<file path="src/rtl/loader_pkg.sv">
// Shared definitions for the instruction-memory loader: FSM state
// encodings and framing constants used by imem_loader and byte_packer.
package loader_pkg;

    // Fixed 3-bit state encodings; CSUM is only reached when
    // IMEM_LOADER_CHECKSUM_EN is defined.
    localparam logic [2:0] S_IDLE   = 3'd0;
    localparam logic [2:0] S_LEN_HI = 3'd1;
    localparam logic [2:0] S_LEN_LO = 3'd2;
    localparam logic [2:0] S_DATA   = 3'd3;
    localparam logic [2:0] S_WRITE  = 3'd4;
    localparam logic [2:0] S_FIN    = 3'd5;
    localparam logic [2:0] S_CSUM   = 3'd6;

    typedef enum logic [2:0] {
        IDLE   = S_IDLE,
        LEN_HI = S_LEN_HI,
        LEN_LO = S_LEN_LO,
        DATA   = S_DATA,
        WRITE  = S_WRITE,
        FIN    = S_FIN,
        CSUM   = S_CSUM
    } state_t;

    // Header is a 2-byte big-endian word count; each word is 4 bytes MSB-first.
    localparam int LEN_BYTES      = 2;
    localparam int BYTES_PER_WORD = 4;

endpackage

</file>
<file path="src/rtl/byte_packer.sv">
// Big-endian byte-to-word packer: 32-bit shift register plus a 2-bit byte
// counter. word_full flags the shift that completes a word, so the full
// word is on 'word' in the following cycle.
module byte_packer
    import loader_pkg::*;
(
    input  logic        clk,
    input  logic        reset,
    input  logic        clr,
    input  logic        shift_en,
    input  logic [7:0]  din,
    output logic [31:0] word,
    output logic        word_full
);

    logic [31:0] r_word;
    logic [1:0]  r_cnt;

    // Shift bytes in MSB-first; the counter wraps to 0 after each full word.
    always_ff @(posedge clk or negedge reset) begin
        if (!reset) begin
            r_word <= '0;
            r_cnt  <= '0;
        end else if (clr) begin
            r_word <= '0;
            r_cnt  <= '0;
        end else if (shift_en) begin
            r_word <= {r_word[23:0], din};
            r_cnt  <= r_cnt + 2'd1;
        end
    end

    assign word      = r_word;
    assign word_full = shift_en && (r_cnt == 2'(BYTES_PER_WORD - 1));

endmodule

</file>
<file path="src/rtl/imem_loader.sv">
// Instruction-memory loader: receives a 2-byte word-count header followed by
// big-endian data words over a byte stream, writes them to consecutive word
// addresses from 0, and holds the CPU in reset while loading.
// Optional macro IMEM_LOADER_CHECKSUM_EN adds a trailing XOR checksum byte
// and the sticky err_csum output.
module imem_loader
    import loader_pkg::*;
#(
    parameter int ADDR_W = 8,
    parameter int LEN_W  = 16
) (
    input  logic              clk,
    input  logic              reset,
    input  logic              start,
    input  logic [7:0]        rx_data,
    input  logic              rx_valid,
    output logic              rx_ready,
    output logic              imem_we,
    output logic [ADDR_W-1:0] imem_addr,
    output logic [31:0]       imem_wdata,
    output logic              cpu_hold,
    output logic              busy,
    output logic              done,
    output logic              err_len,
`ifdef IMEM_LOADER_CHECKSUM_EN
    output logic              err_csum,
`endif
    output logic [2:0]        dbg_state
);

    // Handshake: a byte moves on a rising clk edge where rx_valid && rx_ready;
    // rx_ready depends only on state, never on rx_valid, and the sender keeps
    // rx_data stable while rx_valid is high.

    // Largest legal word count: the full memory, 2^ADDR_W words.
    localparam logic [LEN_W:0] LEN_MAX = {{LEN_W{1'b0}}, 1'b1} << ADDR_W;

    state_t              r_state, w_next;
    logic [LEN_W-1:0]    r_count;
    logic [ADDR_W-1:0]   r_idx;
    logic [ADDR_W-1:0]   r_addr;
    logic [31:0]         r_wdata;
    logic                r_err_len;
    logic                w_xfer, w_shift, w_clr, w_full, w_last;
    logic                w_len_zero, w_len_big;
    logic [LEN_W-1:0]    w_len;
    logic [31:0]         w_word;
`ifdef IMEM_LOADER_CHECKSUM_EN
    logic [7:0]          r_csum;
    logic                r_err_csum;
`endif

    assign w_xfer     = rx_valid && rx_ready;
    assign w_shift    = w_xfer && (r_state == DATA);
    assign w_clr      = (r_state == IDLE) && start;
    assign w_len      = {r_count[LEN_W-1:8], rx_data};
    assign w_len_zero = (w_len == '0);
    assign w_len_big  = ({1'b0, w_len} > LEN_MAX);
    // Header check guarantees count >= 1 whenever WRITE is reached.
    assign w_last     = (LEN_W'(r_idx) == (r_count - 1'b1));

    byte_packer u_packer (
        .clk       (clk),
        .reset     (reset),
        .clr       (w_clr),
        .shift_en  (w_shift),
        .din       (rx_data),
        .word      (w_word),
        .word_full (w_full)
    );

    // State register.
    always_ff @(posedge clk or negedge reset) begin
        if (!reset) r_state <= IDLE;
        else        r_state <= w_next;
    end

    // Next-state decode and state-derived outputs.
    always_comb begin
        w_next   = r_state;
        rx_ready = 1'b0;
        imem_we  = 1'b0;
        cpu_hold = 1'b0;
        busy     = (r_state != IDLE);
        done     = 1'b0;
        unique case (r_state)
            IDLE: begin
                if (start) w_next = LEN_HI;
            end
            LEN_HI: begin
                rx_ready = 1'b1;
                cpu_hold = 1'b1;
                if (w_xfer) w_next = LEN_LO;
            end
            LEN_LO: begin
                rx_ready = 1'b1;
                cpu_hold = 1'b1;
                if (w_xfer) begin
                    if (w_len_zero)     w_next = FIN;
                    else if (w_len_big) w_next = IDLE;
                    else                w_next = DATA;
                end
            end
            DATA: begin
                rx_ready = 1'b1;
                cpu_hold = 1'b1;
                if (w_full) w_next = WRITE;
            end
            WRITE: begin
                imem_we  = 1'b1;
                cpu_hold = 1'b1;
                if (w_last) begin
`ifdef IMEM_LOADER_CHECKSUM_EN
                    w_next = CSUM;
`else
                    w_next = FIN;
`endif
                end else begin
                    w_next = DATA;
                end
            end
`ifdef IMEM_LOADER_CHECKSUM_EN
            CSUM: begin
                rx_ready = 1'b1;
                cpu_hold = 1'b1;
                if (w_xfer) w_next = FIN;
            end
`endif
            FIN: begin
                done   = 1'b1;
                w_next = IDLE;
            end
            default: w_next = IDLE;
        endcase
    end

    // Header capture, word index, held write address/data and error flags.
    always_ff @(posedge clk or negedge reset) begin
        if (!reset) begin
            r_count   <= '0;
            r_idx     <= '0;
            r_addr    <= '0;
            r_wdata   <= '0;
            r_err_len <= 1'b0;
        end else begin
            if (w_clr) begin
                r_count   <= '0;
                r_idx     <= '0;
                r_err_len <= 1'b0;
            end
            if ((r_state == LEN_HI) && w_xfer) r_count[LEN_W-1:8] <= rx_data;
            if ((r_state == LEN_LO) && w_xfer) begin
                r_count[7:0] <= rx_data;
                if (w_len_big) r_err_len <= 1'b1;
            end
            if (r_state == WRITE) begin
                r_addr  <= r_idx;
                r_wdata <= w_word;
                r_idx   <= r_idx + 1'b1;
            end
        end
    end

`ifdef IMEM_LOADER_CHECKSUM_EN
    // Running XOR of data bytes, compared against the trailing checksum byte.
    always_ff @(posedge clk or negedge reset) begin
        if (!reset) begin
            r_csum     <= '0;
            r_err_csum <= 1'b0;
        end else begin
            if (w_clr) begin
                r_csum     <= '0;
                r_err_csum <= 1'b0;
            end
            if (w_shift) r_csum <= r_csum ^ rx_data;
            if ((r_state == CSUM) && w_xfer && (rx_data != r_csum)) r_err_csum <= 1'b1;
        end
    end

    assign err_csum = r_err_csum;
`endif

    // Live index/word during WRITE, last written values otherwise.
    assign imem_addr  = (r_state == WRITE) ? r_idx  : r_addr;
    assign imem_wdata = (r_state == WRITE) ? w_word : r_wdata;
    assign err_len    = r_err_len;
    assign dbg_state  = r_state;

endmodule

</file>
<file path="config.mk">
export PLATFORM = sky130hd
export DESIGN_NAME = imem_loader
export DESIGN_NICKNAME = d
export VERILOG_FILES = /design/src/rtl/loader_pkg.sv /design/src/rtl/byte_packer.sv /design/src/rtl/imem_loader.sv
export SDC_FILE = /design/constraint.sdc
export NUM_CORES = 1
export LEC_CHECK = 0
export ABC_AREA = 1
export BUFFER_PORTS_ARGS = -buffer_cell sky130_fd_sc_hd__buf_4
export CAP_MARGIN = 0
export CORE_MARGIN = 2
export CORE_UTILIZATION = 62
export CTS_CLUSTER_SIZE = 30
export DETAILED_ROUTE_END_ITERATION = 8
export PLACE_DENSITY = 0.85
export SLEW_MARGIN = 20
export SYNTH_ARGS = -nofsm -noshare
export SYNTH_HDL_FRONTEND = slang
export SYNTH_HIERARCHICAL = 1
export SYNTH_SLANG_ARGS = --single-unit
</file>
<file path="constraint.sdc">
create_clock -name clk -period 4.7 [get_ports clk]
set_clock_uncertainty 0.2 [all_clocks]
set_input_delay 0.94 -clock clk [delete_from_list [all_inputs] [get_ports clk]]
set_output_delay 0.94 -clock clk [all_outputs]
set_load 0.02 [all_outputs]
</file>
==> results of run 1 <==
-- cell usage in the layout, fill, tap and decap left out, types with 5 or more instances in the layout --
| cell type | synthesis | final |
|---|---|---|
| a21oi_1 | 8 | 8 |
| buf_4 | 1 | 63 |
| clkbuf_8 | 0 | 9 |
| dfrtp_1 | 102 | 102 |
| inv_1 | 47 | 47 |
| nand2_1 | 262 | 262 |
| nand3_1 | 40 | 40 |
| nand3_2 | 14 | 14 |
| nor2_1 | 25 | 24 |
| nor2_2 | 11 | 11 |
| nor3_1 | 5 | 5 |
| o21ai_0 | 19 | 19 |
| o22ai_1 | 14 | 14 |
-- worst min-delay path by stage --
stage | end | slack [ns] | cells past startpoint
after floorplan | u_packer/word[24] | 0.24 | 2
after global placement | r_wdata[0] | 0.25 | 2
after detailed placement | r_wdata[0] | 0.26 | 2
after CTS | r_wdata[0] | 0.28 | 2
after global routing | r_addr[7] | 0.31 | 2
final | r_wdata[0] | 0.28 | 2
-- flip-flops by register name, summed over array words and instances, names as in the netlist --
signal          cells
r_idx               8
u_packer/r_cnt      2
r_count            16
r_wdata            32
r_addr              8
err_len             1
dbg_state           3
u_packer/word      32
-- where the power goes --
part	switching (mW)	total [mW]	internal, mW
registers	0.170	1.24	1.07
logic	1.11	1.68	0.572
clock network	0.323	0.528	0.204
total	1.61	3.46	1.85
-- metal layers --
layer / track usage, % / routed length, µm / vias to the layer above
li1: - / - / 2002
met1: 38.2 / 4920 / 1951
met2: 42.5 / 5100 / 153
met3: 4.67 / 663 / 17
met4: 7.60 / 168 / 0
met5: 0 / 0 / -
-- worst register-to-register path: cells and delay by family (launching register included) --
family | cells | cell delay (ns)
AO/OA/AOI/OAI | 2 | 0.20
buffers and inverters | 2 | 0.56
flip-flops | 1 | 0.45
AND/OR/NAND/NOR | 3 | 1.08
-- area by class of cell --
cell class,instances,area [µm²]
clock buffer,9,124
clock inverter,7,60.1
fill,604,2190
inverter,52,198
multi-input combinational,425,2010
sequential,102,2550
tap,102,128
timing repair buffer,63,473
-- logic make-up after synthesis --
| family | share of synthesized area (%) |
|---|---|
| compound gates | 5.11 |
| xor+xnor | 0.534 |
| fa+ha+maj | 0.763 |
| buf+inv | 7.53 |
| flops | 51.9 |
| simple gates | 34.2 |
-- stage by stage --
| stage | util, % | instances |
|---|---|---|
| floorplan | - | 602 |
| global placement | 69.3 | 744 |
| detailed placement | 69.3 | 744 |
| CTS | 71.7 | 760 |
| global route | 71.7 | 760 |
| finish | 71.7 | 760 |
==> impl_metrics.json, run 1 <==
{
  "outcome": "completed",
  "dieArea_um2": 8670,
  "hold_viol_final": 0,
  "critPathMaxFanout": 49,
  "setup_slack_ns": 0.893,
  "areaGrowthSynthToFinish_pct": 12.6,
  "die_h_um": 93.1,
  "core_area_um2": 7730,
  "r2r_cells": 7,
  "cp_common_cell": "inv_2",
  "synth.distinct_cells": 37,
  "synth_largest_area_cell": "dfrtp_1",
  "tns_ns": 0,
  "core.rowCount": 32,
  "setup_viol": 0,
  "p_per_area_nw_per_um2": 624,
  "ctsResizeCount": 0,
  "fmax_mhz": 263,
  "drt-pass1-iter-count": 5,
  "path_cells": "nor2_2 -> inv_2 -> nor2_8 -> inv_2 -> o21ai_0 -> buf_4",
  "cts_hold_buf": 0,
  "path_depth": 6,
  "placed_area_um2": 5360,
  "r2r-start": "dbg_state[0]",
  "grt_pass1_wl_mm": 18.5,
  "cts_inserted_buffers": 9,
  "syn_nets": 617,
  "io_buffers": 60,
  "cp_top_family": "buffers and inverters",
  "die_w_um": 93.1,
  "rrSetupSlack_ns": 2.14,
  "initial_utilization_pct": 63.7,
  "syn_inst": 602,
  "num_vias": 4123,
  "power.total_mw": 3.46,
  "ant_nets": 0,
  "antenna_cells": 0,
  "io_pins": 61,
  "synth_top_flop_cell": "dfrtp_1",
  "cts_buffer_depth": 2,
  "vdd_ir_drop_max_uv": 454,
  "final.period_utilization_pct": 81.0,
  "hold_path_class": "reg2reg",
  "timing.hold.ws_ns": 0.277,
  "crit_path_top_delay_cell": "inv_2",
  "maxCapViolCount": 0,
  "critPathBufInv": 3,
  "synth_edf_count": 0,
  "leakage_nw": 3.11,
  "yosysWarnings": 6,
  "post_cts.repair.setup_buffers": 0,
  "clk_latency_ns": 0.37,
  "place_ws_ns": 1.27,
  "routed_wl_mm": 10.8,
  "critPathRequiredTime_ns": 3.56,
  "min_from": "r_wdata[0]",
  "viasPerCell": 5.43,
  "yosys_register_bits": 102,
  "final_nets": 668,
  "grt_max_degree": 50,
  "max_stage_delay_ns": 0.46,
  "ys_seq_area_share_pct": 51.9,
  "critPathArrivalTime_ns": 2.67,
  "grt_pass1_vias": 3863,
  "antenna_found_initial": 0,
  "drive_gt1_share_pct": 18.4,
  "ctsRootBufferMaster": "clkbuf_8",
  "drt_iter0_drc": 214,
  "fin_crit_ns": 3.81,
  "syn-mean-instance-area_um2": 8.17,
  "async_reset_ff_share_pct": 100,
  "endpoint": "imem_addr[3]",
  "crit_path_start": "dbg_state[0]",
  "crit_path_end_kind": "output port",
  "ys_top_cells_by_area": "dfrtp_1, nand2_1, nand3_1",
  "cts.htree.levels": 3,
  "slew_headroom_pct": 50.5,
  "synth_most_common_cell": "nand2_1",
  "cts.sink_count": 102,
  "cts_tree": "yes",
  "slew_violations": 0,
  "remaining_drc_errors": 0,
  "wl_per_cell_um": 14.3,
  "syn_area_um2": 4920,
  "place.gp.congestion": 0.887,
  "timing.rr.end": "r_idx[6]",
  "hpwl_mm": 7.82,
  "rsz0062_at_grt": "no",
  "worst_pin_slew_ns": 0.741,
  "design_area_um2": 5540,
  "synth_commonest_cells": "nand2_1, dfrtp_1, inv_1, nand3_1, nor2_1",
  "grt_use_total_pct": 26.7,
  "synth_top_area_share_pct": 51.9,
  "grt_overflow": 0,
  "path_clk_slew_ns": 0.10,
  "critical_path_class": "reg2out",
  "critPathLaunchType": "register"
}
Power figures use the tool's default switching activity.
==> run 2, diff against run 1 <==
Settings changed: ABC_AREA 1 to 0, CORE_UTILIZATION 62 to 57, PLACE_DENSITY 0.85 to 0.8.
Clock period 4.7 ns to 3.8 ns, I/O delays scaled along.
==> run 2 against run 1 <==
Sequential cell count unchanged. Wire length decreased by 12%. Non-clock buffer count increased by 3. Total power increased by 19%. Global-route usage decreased by 3.4 points. Count of clock-buffer cells in the layout increased by 1. Combinational power decreased by 5%. Register-to-register slack got worse by 0.63 ns. Core utilization decreased by 4.2 points. Sequential share of layout area increased by 2.6 points. Largest cell class unchanged.
==> impl_metrics.json, run 2 <==
{
  "ant_nets": 0,
  "cts_buffer_depth": 2,
  "synth_top_flop_cell": "dfrtp_1",
  "hpwl_mm": 6.21,
  "syn_nets": 484,
  "place.gp.congestion": 0.821,
  "fin_util_pct": 67.5,
  "outcome": "completed",
  "vdd_ir_drop_max_uv": 367,
  "grt_use_total_pct": 23.3,
  "synth.distinct_cells": 50,
  "synth_largest_area_cell": "dfrtp_1",
  "critPathArrivalTime_ns": 2.18,
  "final.period_utilization_pct": 82.6,
  "fmax_mhz": 318,
  "num_vias": 3431,
  "critical_path_class": "reg2out",
  "critPathMaxFanout": 47,
  "post_cts.repair.setup_buffers": 0,
  "r2r-start": "dbg_state[0]",
  "core.rowCount": 32,
  "syn-mean-instance-area_um2": 9.80,
  "crit_path_top_delay_cell": "dfrtp_1",
  "worst_pin_slew_ns": 0.688,
  "power.total_mw": 4.10,
  "cts_hold_buf": 0,
  "drt_iter0_drc": 258,
  "clk_latency_ns": 0.37,
  "yosysWarnings": 6,
  "critPathLaunchType": "register",
  "die_w_um": 93.8,
  "rrSetupSlack_ns": 1.51,
  "wl_per_cell_um": 15.3,
  "grt_pass1_wl_mm": 15.9,
  "crit_path_end_kind": "output port",
  "syn_inst": 469,
  "setup_viol": 0,
  "mostFrequentLayoutCells": "nand2_1, dfrtp_1, buf_4",
  "async_reset_ff_share_pct": 100,
  "final_common_cell": "nand2_1",
  "timing.rr.end": "r_count[6]",
  "cts.sink_count": 102,
  "ctsResizeCount": 0,
  "fin_crit_ns": 3.14,
  "placed_area_um2": 5010,
  "critPathBufInv": 3,
  "synth_most_common_cell": "nand2_1",
  "io_pins": 61,
  "yosys_register_bits": 102,
  "antenna_found_initial": 0,
  "io_buffers": 60,
  "cp_top_family": "simple AND/OR/NAND/NOR gates",
  "slew_violations": 0,
  "cts.htree.levels": 3,
  "dieArea_um2": 8800,
  "synth_edf_count": 0,
  "design_area_um2": 5250,
  "syn_area_um2": 4600,
  "synth_commonest_cells": "nand2_1, dfrtp_1, nor2_1, mux2i_1, o21ai_0",
  "p_per_area_nw_per_um2": 782,
  "drt-pass1-iter-count": 4,
  "ys_seq_area_share_pct": 55.5,
  "remaining_drc_errors": 0,
  "viasPerCell": 5.50,
  "synth_top_area_share_pct": 55.5,
  "routed_wl_mm": 9.56,
  "grt_max_degree": 57,
  "path_clk_slew_ns": 0.10,
  "slew_headroom_pct": 54.1,
  "grt_overflow": 0,
  "leakage_nw": 2.68,
  "die_h_um": 93.8,
  "critPathRequiredTime_ns": 2.84,
  "maxCapViolCount": 0,
  "cts_tree": "yes",
  "max_stage_delay_ns": 0.54,
  "rsz0062_at_grt": "no",
  "r2r_cells": 5,
  "path_cells": "nor2_1 -> nand2_2 -> inv_1 -> buf_4 -> nand2_1 -> nand2_1 -> buf_4",
  "hold_viol_final": 0,
  "ys_top_cells_by_area": "dfrtp_1, nand2_1, mux2i_1",
  "ctsRootBufferMaster": "clkbuf_8",
  "drive_gt1_share_pct": 18.0,
  "tns_ns": 0,
  "core_area_um2": 7770,
  "hold_path_class": "in2async",
  "antenna_cells": 0,
  "areaGrowthSynthToFinish_pct": 14.1,
  "initial_utilization_pct": 59.2,
  "fillers": 616,
  "final_nets": 532,
  "grt_pass1_vias": 3271,
  "cts_inserted_buffers": 9
}
-- run 2: cell types whose count changed in the layout (fill, tap and decap cells not counted), moves of 4 or more --
cell,delta
a22o_1,+8
and3_1,+4
inv_1,-41
mux2i_1,+34
nand2_1,-106
nand3_1,-33
nand3_2,-14
nor2_1,+17
nor2_2,-8
nor2_4,-4
o22ai_1,-14
o31ai_1,+4
xnor2_1,+5
-- run 2: logic make-up after synthesis --
family                   count (synthesis)  share of synthesized area [%]
XOR/XNOR                                11                           2.26
AO/OA/AOI/OAI                           45                           6.53
buffers and inverters                   35                           5.09
AND/OR/NAND/NOR                        239                           22.4
flip-flops                             102                           55.5
adder cells (fa/ha/maj)                  3                          0.817
multiplexers                            34                           7.40
-- run 2: how the worst max path moves through the flow --
stage,start,endpoint,slack (ns),depth (start not counted)
floorplan,dbg_state[1],imem_addr[0],1.15,7
global placement,dbg_state[0],imem_wdata[3],1.10,7
detailed placement,dbg_state[0],imem_wdata[8],1.07,7
CTS,dbg_state[0],imem_wdata[8],0.66,7
global route,dbg_state[0],imem_wdata[8],0.46,7
finish,dbg_state[0],imem_wdata[8],0.66,7
-- run 2: cell type report --
class | instances | area [µm²] | area share [%]
multi-input combinational | 332 | 1810 | 34.5
tap | 102 | 128 | 2.43
timing repair buffer | 66 | 495 | 9.45
sequential | 102 | 2550 | 48.7
inverter | 6 | 22.5 | 0.429
clock buffer | 10 | 138 | 2.62
clock inverter | 6 | 97.6 | 1.86
-- run 2: metrics by stage --
| stage | setup WS (ns) | hold WS, ns | instances |
|---|---|---|---|
| global placement | 1.10 | 0.254 | 608 |
| detailed placement | 1.07 | 0.258 | 608 |
| finish | 0.660 | 0.216 | 624 |
| CTS | 0.656 | 0.241 | 624 |
| global route | 0.457 | 0.272 | 624 |
| floorplan | 1.15 | 0.264 | 469 |
-- run 2: layer usage --
| layer | track usage (%) | wire [µm] | up-vias |
|---|---|---|---|
| met5 | 0 | 0 | - |
| met1 | 31.6 | 4190 | 1687 |
| met4 | 7.61 | 150 | 0 |
| li1 | - | - | 1638 |
| met3 | 4.57 | 497 | 14 |
| met2 | 38.0 | 4720 | 92 |
-- run 2: report_power, final --
| part | switching (mW) | total [mW] | internal (mW) |
|---|---|---|---|
| Clock | 0.400 | 0.801 | 0.401 |
| Combinational | 0.917 | 1.59 | 0.677 |
| Sequential | 0.293 | 1.70 | 1.41 |
